`config.mk`:
```
export PLATFORM = sky130hd
export DESIGN_NAME = mod_counter
export DESIGN_NICKNAME = d
export VERILOG_FILES = /design/src/rtl/mod_counter.sv
export SDC_FILE = /design/constraint.sdc
export NUM_CORES = 1
export LEC_CHECK = 0
export ABC_CLOCK_PERIOD_IN_PS = 3450
export CAP_MARGIN = 20
export CORE_MARGIN = 2
export CORE_UTILIZATION = 52
export CTS_CLUSTER_SIZE = 40
export DETAILED_ROUTE_END_ITERATION = 12
export PLACE_DENSITY = 0.8
export SLEW_MARGIN = 25
export SYNTH_ARGS = -nofsm -noshare
export SYNTH_HDL_FRONTEND = slang
export SYNTH_SLANG_ARGS = --single-unit
```
`constraint.sdc`:
```
create_clock -name i_clk -period 3.45 [get_ports i_clk]
set_clock_uncertainty 0.15 [all_clocks]
set_input_delay 0.8625 -clock i_clk [delete_from_list [all_inputs] [get_ports i_clk]]
set_output_delay 0.8625 -clock i_clk [all_outputs]
set_load 0.01 [all_outputs]
```
`src/rtl/mod_counter.sv`:
```
// Up/down modulo counter with preload, writable modulus, wrap or one-shot mode,
// registered terminal tick and sticky done flag. Optional comparator: MOD_COUNTER_CMP_EN.
module mod_counter #(
  parameter int WIDTH   = 8,
  parameter int DEF_MAX = 255
) (
  input  logic             i_clk,
  input  logic             i_rst_n,
  input  logic             i_srst,
  input  logic             i_cnt_en,
  input  logic             i_dir,
  input  logic             i_mode,
  input  logic             i_load,
  input  logic [WIDTH-1:0] i_load_val,
  input  logic             i_max_wr,
  input  logic [WIDTH-1:0] i_max_val,
`ifdef MOD_COUNTER_CMP_EN
  input  logic [WIDTH-1:0] i_cmp_val,
  output logic             o_cmp,
`endif
  output logic [WIDTH-1:0] o_data,
  output logic             o_tick,
  output logic             o_done
);

  localparam logic [WIDTH-1:0] DefMax = WIDTH'(DEF_MAX);
  localparam logic [WIDTH-1:0] One    = WIDTH'(1);

  logic [WIDTH-1:0] count_q, count_d;
  logic [WIDTH-1:0] max_q, max_d;
  logic             tick_q, tick_d;
  logic             done_q, done_d;
  logic             step_en;
  logic             terminal;

  // A completed one-shot swallows enables until it is cleared.
  assign step_en  = i_cnt_en & ~done_q;
  assign terminal = step_en & (i_dir ? (count_q >= max_q) : (count_q == '0));

  always_comb begin
    count_d = count_q;
    tick_d  = 1'b0;
    done_d  = done_q & i_mode;
    max_d   = i_max_wr ? i_max_val : max_q;

    if (i_srst) begin
      count_d = '0;
      done_d  = 1'b0;
    end else if (i_load) begin
      count_d = (i_load_val > max_q) ? max_q : i_load_val;
      done_d  = 1'b0;
    end else if (step_en) begin
      if (terminal) begin
        tick_d = 1'b1;
        if (i_mode) begin
          done_d = 1'b1;
        end else begin
          count_d = i_dir ? '0 : max_q;
        end
      end else begin
        count_d = i_dir ? (count_q + One) : (count_q - One);
      end
    end
  end

  always_ff @(posedge i_clk or negedge i_rst_n) begin
    if (!i_rst_n) begin
      count_q <= '0;
      max_q   <= DefMax;
      tick_q  <= 1'b0;
      done_q  <= 1'b0;
    end else begin
      count_q <= count_d;
      max_q   <= max_d;
      tick_q  <= tick_d;
      done_q  <= done_d;
    end
  end

`ifdef MOD_COUNTER_CMP_EN
  logic cmp_q, cmp_d;

  always_comb begin
    cmp_d = 1'b0;
    if (!i_srst) begin
      cmp_d = (count_q == i_cmp_val);
    end
  end

  always_ff @(posedge i_clk or negedge i_rst_n) begin
    if (!i_rst_n) begin
      cmp_q <= 1'b0;
    end else begin
      cmp_q <= cmp_d;
    end
  end

  assign o_cmp = cmp_q;
`endif

  assign o_data = count_q;
  assign o_tick = tick_q;
  assign o_done = done_q;

endmodule

```
==> results of run 1 <==
sequential cells by signal, summed over array words and instances (netlist names):
signal,count
o_done,1
max_q,8
o_data,8
o_tick,1
path summary, 6_finish.rpt:
kind                       startpoint         to  slack [ns]  depth (start not counted)
min in group asynchronous     i_rst_n     o_done        0.86                          1
min                            o_done     o_done        0.43                          2
min reg2reg                    o_done     o_done        0.43                          2
max in group asynchronous     i_rst_n     o_tick        1.77                          1
max                             i_dir  o_data[7]        0.27                          9
max reg2reg                  max_q[3]  o_data[6]        0.61                          8
layer usage:
layer  GRT usage [%]  up-vias  wire length, um
met4            9.01        0               73
met2            43.8       54             2140
met1            31.6      752             1780
met5               0        -                0
li1                -      763                -
met3            3.20        9              224
placed cells by master, fill, tap and decap left out, types with 2 or more instances in the layout:
| master | n |
|---|---|
| nand2b_1 | 2 |
| dfrtp_1 | 10 |
| clkbuf_4 | 3 |
| nor2_1 | 9 |
| a32o_1 | 6 |
| clkdlybuf4s50_1 | 33 |
| dfstp_2 | 8 |
| inv_1 | 14 |
| ha_1 | 22 |
| o21ai_0 | 15 |
| mux2_2 | 2 |
| a221oi_1 | 3 |
| xor2_1 | 2 |
| o21a_1 | 2 |
| mux2i_1 | 8 |
| a211oi_1 | 6 |
| buf_4 | 3 |
| a31oi_1 | 2 |
| nand2_1 | 15 |
| o211ai_1 | 3 |
| nand4_1 | 2 |
| nor3_1 | 2 |
| a21oi_1 | 19 |
worst max-delay path, stage by stage:
cell             delay, ns
clkdlybuf4s50_1       0.48
inv_1                 0.16
ha_1                  0.39
a21oi_1               0.28
a21boi_0              0.14
a221oi_1              0.41
nand2_1               0.10
a32o_1                0.21
a31o_1                0.21
per-stage QoR:
stage	cells	hold slack, ns	cell area [um2]
after global routing	261	0.456	2090
after floorplan	181	0.367	1680
after detailed placement	257	0.399	2060
after global placement	257	0.392	2060
after CTS	261	0.420	2090
final	261	0.425	2090
cell families after synthesis:
family / after synthesis / share of synthesized area (%)
AO/OA/AOI/OAI: 69 / 30.2
XOR/XNOR: 3 / 1.57
adder cells (fa/ha/maj): 23 / 17.6
buffers and inverters: 18 / 4.63
flip-flops: 18 / 27.5
multiplexers: 10 / 6.12
AND/OR/NAND/NOR: 40 / 12.4
cell type report:
cell class              instances  area (um2)  share of cell area (%)
multi-input cells             145        1140                    54.3
clock buffers                   4        36.3                    1.73
inverters                      14        52.6                    2.51
well taps                      44        55.1                    2.63
repair buffers                 36         353                    16.8
flip-flops and latches         18         460                    22.0
power groups by stage:
stage / registers, uW / logic [uW] / clock network [uW]
after floorplan: 272 / 238 / 0
after global placement: 275 / 351 / 0
after detailed placement: 276 / 363 / 0
after CTS: 272 / 367 / 145
after global routing: 277 / 404 / 157
final: 273 / 368 / 145
synth_stat cells, types with 2 or more instances:
cell type  count  area, um2
mux2i_1        8       80.1
inv_1         14       52.6
a221oi_1       3       26.3
nand4_1        2       12.5
a31oi_1        2       12.5
o21ai_0       15       75.1
dfstp_2        8        210
ha_1          22        275
nand2b_1       2       12.5
dfrtp_1       10        250
nor2_1         9       33.8
a21oi_1       19       95.1
a32o_1         6       60.1
o211ai_1       3       22.5
a211oi_1       6       45.0
nor3_1         2       10.0
nand2_1       15       56.3
mux2_2         2       22.5
buf_2          2       10.0
xor2_1         2       17.5
o21a_1         2       15.0
==> impl_metrics.toml, run 1 <==
[setup_path]
start_kind = "primary input"
criticalPathCategory = "in2reg"
arrival_ns = 3.25
cp_data_required_time_ns = 3.52
cp_max_fo = 8
cp-end-kind = "flip-flop"

[grt]
grt_pass1_vias = 1552
grt_pass1_wl_mm = 6.86
grt_max_degree = 19
overflow = 0
grt_usage_pct = 25.1
antenna_found_initial = 0

[timing]
slew_headroom_pct = 44.0
setup_violations = 0
period_share_pct = 92.1
fin_ws_ns = 0.272
rsz0062_at_grt = "false"
slew_violations = 0
fmaxAchievable_ghz = 0.315
min_period_ns = 3.18
tightest_slew_ns = 0.837
setup-tns-final_ns = 0
hold_viol = 0

[floorplanning]
initial_utilization_pct = 54.9
pin_count = 34
design.die.area_mm2 = 0.00369
row_count = 20
coreArea_mm2 = 0.00305
die_x_um = 60.8
die_y_um = 60.8

[power_and_ir_drop]
seqPwrFrac_pct = 34.7
power.share.combinational_pct = 46.8
netSwitchingFraction_pct = 38.4
switchingPower_uw = 302
internal_power_uw = 485
totalPowerFinal_uw = 786
p_clk_share_pct = 18.4
p_leak_uw = 0.000885
ir_drop_v = 0.000217
power_density_mw_per_mm2 = 375

[yosys]
syn_area_mm2 = 0.00168
ys_seq_area_share_pct = 27.5
synth_ff_type = "dfrtp_1"
synthDistinctLibCells = 48
ys.warnings.count = 0
syn_nets = 228
synth_edf_count = 0
synth_async_sr_flop_share_pct = 100
avgSynthCellArea_um2 = 9.26
postSynthCellCount = 181
ys_seq_elements = 18

[status]
status = "finished, final reports clean"

[detailed_routing]
post-route-drc-count = 0
vias_per_cell = 6.05
vias = 1578
routed_wl_mm = 4.21
firstDrtPassIters = 4
antenna_left = 0
wl_per_cell_um = 16.1
first_iter_violations = 57

[clocking]
clk_latency_ns = 0.31
cts_hold_buffers = 0
tritoncts = "yes"
cts_made_buffers = 3
clk_pin_slew_ns = 0.13
cts_htree_levels = 1
post_cts_resized = 0
post_cts_buffers = 0
clkSinkCount = 18
cts-root-buf = "clkbuf_4"
clockBufferDepth = 2

[place]
routabilityCongestion = 0.906
pre_cts_slack_ns = -0.0430
io_buffers = 33
hpwl_mm = 3.34

[cells_and_area]
drive_gt1_share_pct = 12.0
diodes = 0
final_util_pct = 68.6
syn2layout_area_growth_pct = 25.0
nets = 265
fill_cells = 271

[hold_path]
hold_class = "reg2reg"

[run]
drv_cap = 0
(Power assumes the default switching activity.)
==> run 2: changes to the inputs <==
--- a/config.mk
+++ b/config.mk
@@ -13,2 +13,3 @@
 export DETAILED_ROUTE_END_ITERATION = 12
+export MAX_ROUTING_LAYER = met4
 export PLACE_DENSITY = 0.8
--- a/constraint.sdc
+++ b/constraint.sdc
@@ -4,2 +4,2 @@
 set_output_delay 0.8625 -clock i_clk [all_outputs]
-set_load 0.01 [all_outputs]
+set_load 0.02 [all_outputs]
==> impl_metrics.toml, run 2 (synthesis gave the netlist of run 1 again) <==
[status]
status = "finished, final reports clean"

[setup_path]
crit_family = "compound AO/OA/AOI/OAI gates"
arrival_ns = 3.23
crit_chain = "clkdlybuf4s50_1, inv_1, ha_1, a21oi_1, a21boi_0, a221oi_1, nand2_1, a32o_1, a31o_1"
start_kind = "primary input"
cp-end-kind = "flip-flop"
cp_data_required_time_ns = 3.52
slowest_stage = "clkdlybuf4s50_1"
cp.depth = 9
path_buf_inv = 2
worst-r2r-cell-count = 8
cp_max_fo = 8
criticalPathCategory = "in2reg"
critical_path.max_stage_delay_ns = 0.48

[grt]
grt_pass1_vias = 1557
overflow = 0
antenna_found_initial = 0
grt_usage_pct = 25.8
grt_max_degree = 19
grt_pass1_wl_mm = 6.86

[clocking]
tritoncts = "yes"
clk_latency_ns = 0.32
cts_htree_levels = 1
cts_hold_buffers = 0
clk_pin_slew_ns = 0.13
cts-root-buf = "clkbuf_4"
cts_made_buffers = 3
post_cts_buffers = 0
post_cts_resized = 0
clkSinkCount = 18
clockBufferDepth = 2

[cells_and_area]
nets = 265
drive_gt1_share_pct = 12.0
fill_cells = 271
final_util_pct = 68.6
syn2layout_area_growth_pct = 25.0
stdcell_count = 261
layout_common_cells = "clkdlybuf4s50_1, ha_1, a21oi_1"
final_common_cell = "clkdlybuf4s50_1"
diodes = 0

[place]
io_buffers = 33
hpwl_mm = 3.34
dp_cells = 257
routabilityCongestion = 0.922

[floorplanning]
coreArea_mm2 = 0.00305
row_count = 20
die_y_um = 60.8
initial_utilization_pct = 54.9
die_x_um = 60.8
design.die.area_mm2 = 0.00369
pin_count = 34

[power_and_ir_drop]
netSwitchingFraction_pct = 39.3
seqPwrFrac_pct = 34.2
ir_drop_v = 0.000217
power.share.combinational_pct = 47.5
totalPowerFinal_uw = 799
p_leak_uw = 0.000885
p_clk_share_pct = 18.4
power_density_mw_per_mm2 = 381
switchingPower_uw = 314
internal_power_uw = 485

[detailed_routing]
wl_per_cell_um = 16.1
post-route-drc-count = 0
firstDrtPassIters = 4
vias_per_cell = 6.14
vias = 1602
antenna_left = 0
routed_wl_mm = 4.21
first_iter_violations = 84

[timing]
slew_violations = 0
whs_ns = 0.424
hold_viol = 0
min_period_ns = 3.16
tightest_slew_ns = 0.834
fmaxAchievable_ghz = 0.317
period_share_pct = 91.5
slew_headroom_pct = 44.2
setup_violations = 0
rsz0062_at_grt = "false"

[run]
drv_cap = 0

[hold_path]
holdPathStages = 2
hold_class = "reg2reg"
## run 2: through the flow
stage | instance area [um2] | setup slack [ns] | setup TNS, ns
6_report | 2090 | 0.294 | 0
4_1_cts | 2090 | 0.307 | 0
3_5_place_dp | 2060 | -0.0430 | -0.0430
2_1_floorplan | 1680 | 0.562 | 0
3_3_place_gp | 2060 | 0.0985 | 0
5_1_grt | 2090 | 0.118 | 0
## run 2: final timing paths
check | startpoint | to | slack [ns]
worst max register to register | max_q[3] | o_data[6] | 0.61
worst min-delay path | max_q[4] | max_q[4] | 0.42
worst min register to register | max_q[4] | max_q[4] | 0.42
worst max-delay path | i_dir | o_data[7] | 0.29
max in group asynchronous | i_rst_n | o_tick | 1.77
min in group asynchronous | i_rst_n | o_done | 0.85
## run 2: final cells by class
cell class / instances / area [um2] / share of cell area, %
Multi-Input combinational cell: 145 / 1140 / 54.3
Sequential cell: 18 / 460 / 22.0
Timing Repair Buffer: 36 / 353 / 16.8
Tap cell: 44 / 55.1 / 2.63
Inverter: 14 / 52.6 / 2.51
Clock buffer: 4 / 36.3 / 1.73
## run 2: metal layers
layer  wire length (um)  part of all wire, %  vias to the layer above  track usage (%)
met2               2120                   50                       76             43.9
met1               1690                   40                      752             31.4
li1                   -                    -                      763                -
met4                 87                  2.1                        0             9.01
met5                  0                    0                        -                -
met3                313                  7.4                       11             3.20
## run 2: power groups by stage
stage	Sequential, uW	Clock, uW	Combinational [uW]
finish	273	147	379
global route	277	157	416
CTS	272	145	378
detailed placement	276	0	374
global placement	275	0	362
floorplan	283	0	238
## run 2: worst reg2reg max path, delay by kind of cell (launching register included)
family,cells,cell delay [ns]
adders and majority gates,1,0.29
DFF,1,0.57
AOI/OAI and AO/OA,5,1.43
buffers and inverters,1,0.07
and+or+nand+nor,1,0.23
